**src/rtl/interconnect_sched_pkg.sv**
```systemverilog
// interconnect_sched_pkg
// Shared types and constants for the interconnect scheduler slice.
//   sched_state_e : scheduler FSM states (idle, mux switch, mux settle, dwell)
//   MUX_LATENCY   : register stages in the shared mux (sel_reg, then out)
//   SETTLE_CYCLES : cycles spent in SETTLE so data_valid lines up with mux out
package interconnect_sched_pkg;

    typedef enum logic [1:0] {
        StIdle,
        StSwitch,
        StSettle,
        StDwell
    } sched_state_e;

    localparam int unsigned MUX_LATENCY   = 2;
    localparam int unsigned SETTLE_CYCLES = MUX_LATENCY - 1;

endpackage

```
**src/rtl/interconnect_scheduler_rr_pick.sv**
```systemverilog
// rr_pick
// Combinational round-robin winner search. The search begins at last+1
// (mod N_INPUTS) and wraps, so the most recently granted index has the
// lowest priority.
// Ports:
//   req  : per-channel request vector
//   last : index of the most recent grant
//   any  : at least one request is set
//   idx  : winning index (0 when any is low)
module rr_pick #(
    parameter int unsigned N_INPUTS  = 3,
    parameter int unsigned SEL_WIDTH = 2
) (
    input  logic [N_INPUTS-1:0]  req,
    input  logic [SEL_WIDTH-1:0] last,
    output logic                 any,
    output logic [SEL_WIDTH-1:0] idx
);

    int                   pos;
    logic [SEL_WIDTH-1:0] pos_idx;

    // Walk offsets from farthest to nearest so the nearest hit after last
    // is the one that sticks.
    always_comb begin
        any     = 1'b0;
        idx     = '0;
        pos     = 0;
        pos_idx = '0;
        for (int off = N_INPUTS; off >= 1; off--) begin
            pos = int'(last) + off;
            if (pos >= int'(N_INPUTS)) begin
                pos = pos - int'(N_INPUTS);
            end
            pos_idx = SEL_WIDTH'(pos);
            if (req[pos_idx]) begin
                any = 1'b1;
                idx = pos_idx;
            end
        end
    end

endmodule

```
**src/rtl/interconnect_scheduler.sv**
```systemverilog
// interconnect_scheduler
// Round-robin scheduler for the shared simple_interconnect N-to-1 mux. It
// picks a requester, loads the mux select with a one-cycle clken strobe,
// waits out the mux pipeline, then holds the grant for a dwell period.
// Ports:
//   clk, resetn : clock and synchronous active-low reset
//   req         : per-channel level request
//   dwell       : grant length in valid cycles (0 behaves as 1)
//   lock        : (INTERCONNECT_SCHED_LOCK_EN only) extend the grant past dwell
//   sel, clken  : to the mux select and load-enable pins
//   grant       : one-hot current grant, zero when idle
//   data_valid  : mux out currently carries the granted channel
//   busy        : scheduler is not idle
// Optional feature macro: INTERCONNECT_SCHED_LOCK_EN
module interconnect_scheduler
    import interconnect_sched_pkg::*;
#(
    parameter int unsigned N_INPUTS    = 3,
    parameter int unsigned SEL_WIDTH   = 2,
    parameter int unsigned DWELL_WIDTH = 16
) (
    input  logic                   clk,
    input  logic                   resetn,
    input  logic [N_INPUTS-1:0]    req,
    input  logic [DWELL_WIDTH-1:0] dwell,
`ifdef INTERCONNECT_SCHED_LOCK_EN
    input  logic                   lock,
`endif
    output logic [SEL_WIDTH-1:0]   sel,
    output logic                   clken,
    output logic [N_INPUTS-1:0]    grant,
    output logic                   data_valid,
    output logic                   busy
);

    sched_state_e           state_q, state_d;
    logic [SEL_WIDTH-1:0]   k_q, k_d;
    logic [SEL_WIDTH-1:0]   last_q, last_d;
    logic [DWELL_WIDTH-1:0] cnt_q, cnt_d;
    logic [3:0]             settle_q, settle_d;

    logic                   pick_any;
    logic [SEL_WIDTH-1:0]   pick_idx;
    logic                   req_k;
    logic                   lock_hold;
    logic                   cnt_is_one;
    logic [DWELL_WIDTH-1:0] dwell_eff;

    rr_pick #(
        .N_INPUTS  (N_INPUTS),
        .SEL_WIDTH (SEL_WIDTH)
    ) u_rr_pick (
        .req  (req),
        .last (last_q),
        .any  (pick_any),
        .idx  (pick_idx)
    );

    assign req_k      = req[k_q];
    assign cnt_is_one = (cnt_q == DWELL_WIDTH'(1));
    assign dwell_eff  = (dwell == '0) ? DWELL_WIDTH'(1) : dwell;

`ifdef INTERCONNECT_SCHED_LOCK_EN
    assign lock_hold = lock & req_k;
`else
    assign lock_hold = 1'b0;
`endif

    always_comb begin
        state_d  = state_q;
        k_d      = k_q;
        last_d   = last_q;
        cnt_d    = cnt_q;
        settle_d = settle_q;
        unique case (state_q)
            StIdle: begin
                if (pick_any) begin
                    k_d     = pick_idx;
                    state_d = StSwitch;
                end
            end
            StSwitch: begin
                cnt_d    = dwell_eff;
                last_d   = k_q;
                settle_d = '0;
                state_d  = StSettle;
            end
            StSettle: begin
                if (settle_q == 4'(SETTLE_CYCLES - 1)) begin
                    state_d = StDwell;
                end else begin
                    settle_d = settle_q + 4'd1;
                end
            end
            StDwell: begin
                // A dropped request ends the grant at once; expiry only
                // counts when lock is not holding the grant open.
                if (!req_k || (cnt_is_one && !lock_hold)) begin
                    if (pick_any) begin
                        k_d     = pick_idx;
                        state_d = StSwitch;
                    end else begin
                        state_d = StIdle;
                    end
                end else if (!cnt_is_one) begin
                    cnt_d = cnt_q - DWELL_WIDTH'(1);
                end
            end
            default: state_d = StIdle;
        endcase
    end

    // k_q only changes on entry to SWITCH, so sel holds everywhere else.
    always_comb begin
        sel        = k_q;
        clken      = (state_q == StSwitch);
        busy       = (state_q != StIdle);
        data_valid = (state_q == StDwell) && req_k;
        grant      = '0;
        if (state_q != StIdle) begin
            grant[k_q] = 1'b1;
        end
    end

    always_ff @(posedge clk) begin
        if (!resetn) begin
            state_q  <= StIdle;
            k_q      <= '0;
            last_q   <= SEL_WIDTH'(N_INPUTS - 1);
            cnt_q    <= '0;
            settle_q <= '0;
        end else begin
            state_q  <= state_d;
            k_q      <= k_d;
            last_q   <= last_d;
            cnt_q    <= cnt_d;
            settle_q <= settle_d;
        end
    end

endmodule

```
**config.mk**
```make
export PLATFORM = sky130hd
export DESIGN_NAME = interconnect_scheduler
export DESIGN_NICKNAME = d
export VERILOG_FILES = /design/src/rtl/interconnect_sched_pkg.sv /design/src/rtl/interconnect_scheduler_rr_pick.sv /design/src/rtl/interconnect_scheduler.sv
export SDC_FILE = /design/constraint.sdc
export NUM_CORES = 1
export LEC_CHECK = 0
export CORE_MARGIN = 2
export CORE_UTILIZATION = 54
export CTS_CLUSTER_DIAMETER = 50
export DETAILED_ROUTE_END_ITERATION = 8
export PLACE_DENSITY_LB_ADDON = 0.25
export SLEW_MARGIN = 20
export SYNTH_ARGS = -nofsm -noshare
export SYNTH_HDL_FRONTEND = slang
export SYNTH_HIERARCHICAL = 1
export SYNTH_SLANG_ARGS = --single-unit
export TNS_END_PERCENT = 1
```
**constraint.sdc**
```tcl
create_clock -name clk -period 2.45 [get_ports clk]
set_input_delay 0.6125 -clock clk [delete_from_list [all_inputs] [get_ports clk]]
set_output_delay 0.6125 -clock clk [all_outputs]
set_load 0.02 [all_outputs]
```
==> run summary <==
Root Buffer: clkbuf_4
Hold path startpoint: settle_q[3]
Sw Ratio: 47.3%
Worst EP required: 1840 ps
Share of total power in sequential cells: 29.0%
Hold Crit Depth: 2
Final min period: 2410 ps
Startpoint type of the worst setup path: primary input
Util after Layout: 68.8%
R2R Path End: state_q[0]
Cell chain of the critical path: clkdlybuf4s50_1 -> mux2i_1 -> o21ai_1 -> and2_1 -> clkdlybuf4s15_2
Net count, final: 298
Synth Instances: 229
Hold path endpoint: settle_q[3]
Largest net degree at the start of global routing: 34
Max clock buf depth: 2
Largest register by flop count: cnt_q
MaxCap Viol Count: 0
Crit-path slowest cell: clkdlybuf4s50_1
YS warnings: 6
Crit Path Max Fanout: 2
# resized after CTS: 7
Largest area contributor in the netlist: dfxtp_1
Slowest stage delay, CP: 480 ps
Vias/cell: 5.90
Yosys reg bits: 26
Number of buffers created by CTS: 3
Final GP Congestion: 0.866
Slew Limit Headroom: 58.7%
RSZ-0062 raised after global routing: yes
Setup violators final: 0
Clk pwr share: 7.7%
Io pins: 29
Clock sinks: 26
Number of distinct library cells after synthesis: 48
Int Power: 1.27 mW
# DRC: 0
Pre-antenna DRT Iters: 4
Final cell count without fillers: 309
Switching pwr: 1.14 mW
Lkg Pwr: 0.904 nW
Fin Setup TNS: 0 ps
Max frequency: 415 MHz
First-pass GRT wire length: 7.80 mm
Synth area leaders: dfxtp_1 28%, ha_1 8.1%, mux2i_1 5.4%
Slew @ Worst Pin: 618 ps
Antenna cell count: 0
Period utilization: 98.3%
Share of layout cells above drive strength 1: 11.4%
Mapped Avg Cell Area: 8.11 µm²
Initial antenna violation count: 0
Share of the synthesized area in the top cell type: 28.0%
CTS tree: done
Area delta synth->final: 22.6%
Critical path type: in2out
WL/cell: 14.8 µm
Final setup margin: 40.9 ps
PortBufs: 28
Final Skew: 6.46 ps
Max reg flops: 16
# Post-CTS Setup Buffers: 0
Post-synth net total: 262
First DRT Iteration DRCs: 100
Final ANT Viol Nets: 0
Pwr Density: 1060 nW/µm²
Pins Over Slew Limit: 0
Total global routing track utilization: 24.1%
Gr ovfl total: 0
Number of H-tree levels: 1
Post-synth ARST share: 0%
Synthesized cell area: 1860 µm²
CP arrival: 1800 ps
Final Power: 2.42 mW
R2R depth: 8
Register area share after synthesis: 28.0%
Core Area: 3310 µm²
Crit. End Element: output port
Min Hold Slack: 502 ps
DP Wirelength: 3.43 mm
Initial core utilization: 56.1%
Peak VDD IR: 567 µV
DP Area: 2250 µm²
Chip width: 62.6 µm
Register area: 522 µm²
Gate power share: 63.2%
Placed cell count: 306
CTS clk-pin slew, worst paths: 140 ps
Die Ht: 62.6 µm
Post-synth top flop: dfxtp_1
Layout fillers: 291
EDFF count, synth: 0
Run status: complete, no violations
Area of the multi-input gates: 1230 µm²
Regs by FF count: cnt_q: 16 flops, settle_q: 4 flops
Hold Buf Count CTS: 0
Routed WL: 4.59 mm
Pre-CTS WS: -405 ps
Via count: 1824
R2r setup slk: 220 ps
Die area: 3920 µm²
Row cnt: 21
Tightest Hold Check Type: reg2reg
Worst reg2reg path startpoint: last_q[0]
Fin area: 2280 µm²
Vias in the first global route: 1730
Final Hold Viols: 0
Clock latency on the worst-skew pair: 320 ps
## cell usage after synthesis (2+ instances only)
| master | count |
|---|---|
| o32ai_1 | 4 |
| a211oi_1 | 3 |
| nor2b_1 | 6 |
| o31ai_1 | 5 |
| mux2i_1 | 10 |
| or4_1 | 2 |
| nor4_4 | 2 |
| a32oi_1 | 3 |
| o21ai_0 | 7 |
| nand4_1 | 3 |
| a21oi_1 | 13 |
| nand3b_1 | 3 |
| and2_1 | 2 |
| a21boi_0 | 3 |
| dfxtp_1 | 26 |
| nor2_1 | 10 |
| nor3_1 | 4 |
| nand3_1 | 7 |
| o211ai_1 | 3 |
| o21a_1 | 3 |
| nor3b_1 | 4 |
| nand2_1 | 23 |
| clkbuf_1 | 10 |
| nor4_1 | 8 |
| o22ai_1 | 2 |
| inv_1 | 12 |
| a31oi_1 | 7 |
| or2_2 | 2 |
| ha_1 | 12 |
| and3_1 | 4 |
| nand2b_1 | 5 |
| or3_1 | 2 |
| o31a_1 | 2 |
| o311ai_0 | 3 |
## cells by family (layout without fill, tap and decap cells)
kind of cell,after synthesis,in the layout,share of synthesized area [%]
mux,11,11,6.00
xor+xnor,1,1,0.472
buf+inv,25,59,5.53
compound gates,64,64,24.1
flops,26,26,28.0
simple gates,90,90,27.8
fa+ha+maj,12,12,8.09
## placed cells by master, fill, tap and decap left out, types with 6 or more instances in the layout
master,count
nand3_1,7
a21oi_1,13
nor2_1,10
a31oi_1,7
nor4_1,8
ha_1,12
buf_4,15
o21ai_0,6
nor2b_1,6
dfxtp_1,25
clkdlybuf4s50_1,23
inv_1,12
nand2_1,23
mux2i_1,10
## critical path, delay by kind of cell
| family | cells | cell delay, ps |
|---|---|---|
| muxes | 1 | 80 |
| AOI/OAI and AO/OA | 1 | 200 |
| and+or+nand+nor | 1 | 170 |
| buffers and inverters | 2 | 740 |
## worst max path at each step
stage,startpoint,end,slack [ps],depth (start not counted)
CTS,req[0],data_valid,20,5
floorplan,state_q[1],data_valid,250,5
global placement,req[1],data_valid,-370,5
finish,req[0],data_valid,40,5
global route,req[0],data_valid,-30,5
detailed placement,req[0],data_valid,-400,5
## layer usage
metal | up-vias | part of all wire, % | GRT usage (%)
li1 | 921 | - | -
met1 | 851 | 48 | 32.5
met4 | 0 | 0.52 | 5.83
met5 | - | 0 | 0
met3 | 2 | 5.7 | 4.86
met2 | 50 | 46 | 39.4
## power groups by stage
stage	Combinational [mW]	Clock, mW	Sequential, mW
2_1_floorplan	1.05	0	0.680
4_1_cts	1.51	0.190	0.698
3_3_place_gp	1.49	0	0.707
5_1_grt	1.69	0.206	0.724
6_report	1.53	0.187	0.702
3_5_place_dp	1.51	0	0.706
## area by class of cell
| type | instances | share of cell area, % |
|---|---|---|
| timing repair buffer | 43 | 17.3 |
| tap | 46 | 2.53 |
| sequential | 26 | 22.9 |
| multi-input combinational | 178 | 54.2 |
| inverter | 13 | 2.14 |
| clock buffer | 3 | 0.989 |
(Power assumes the default switching activity.)
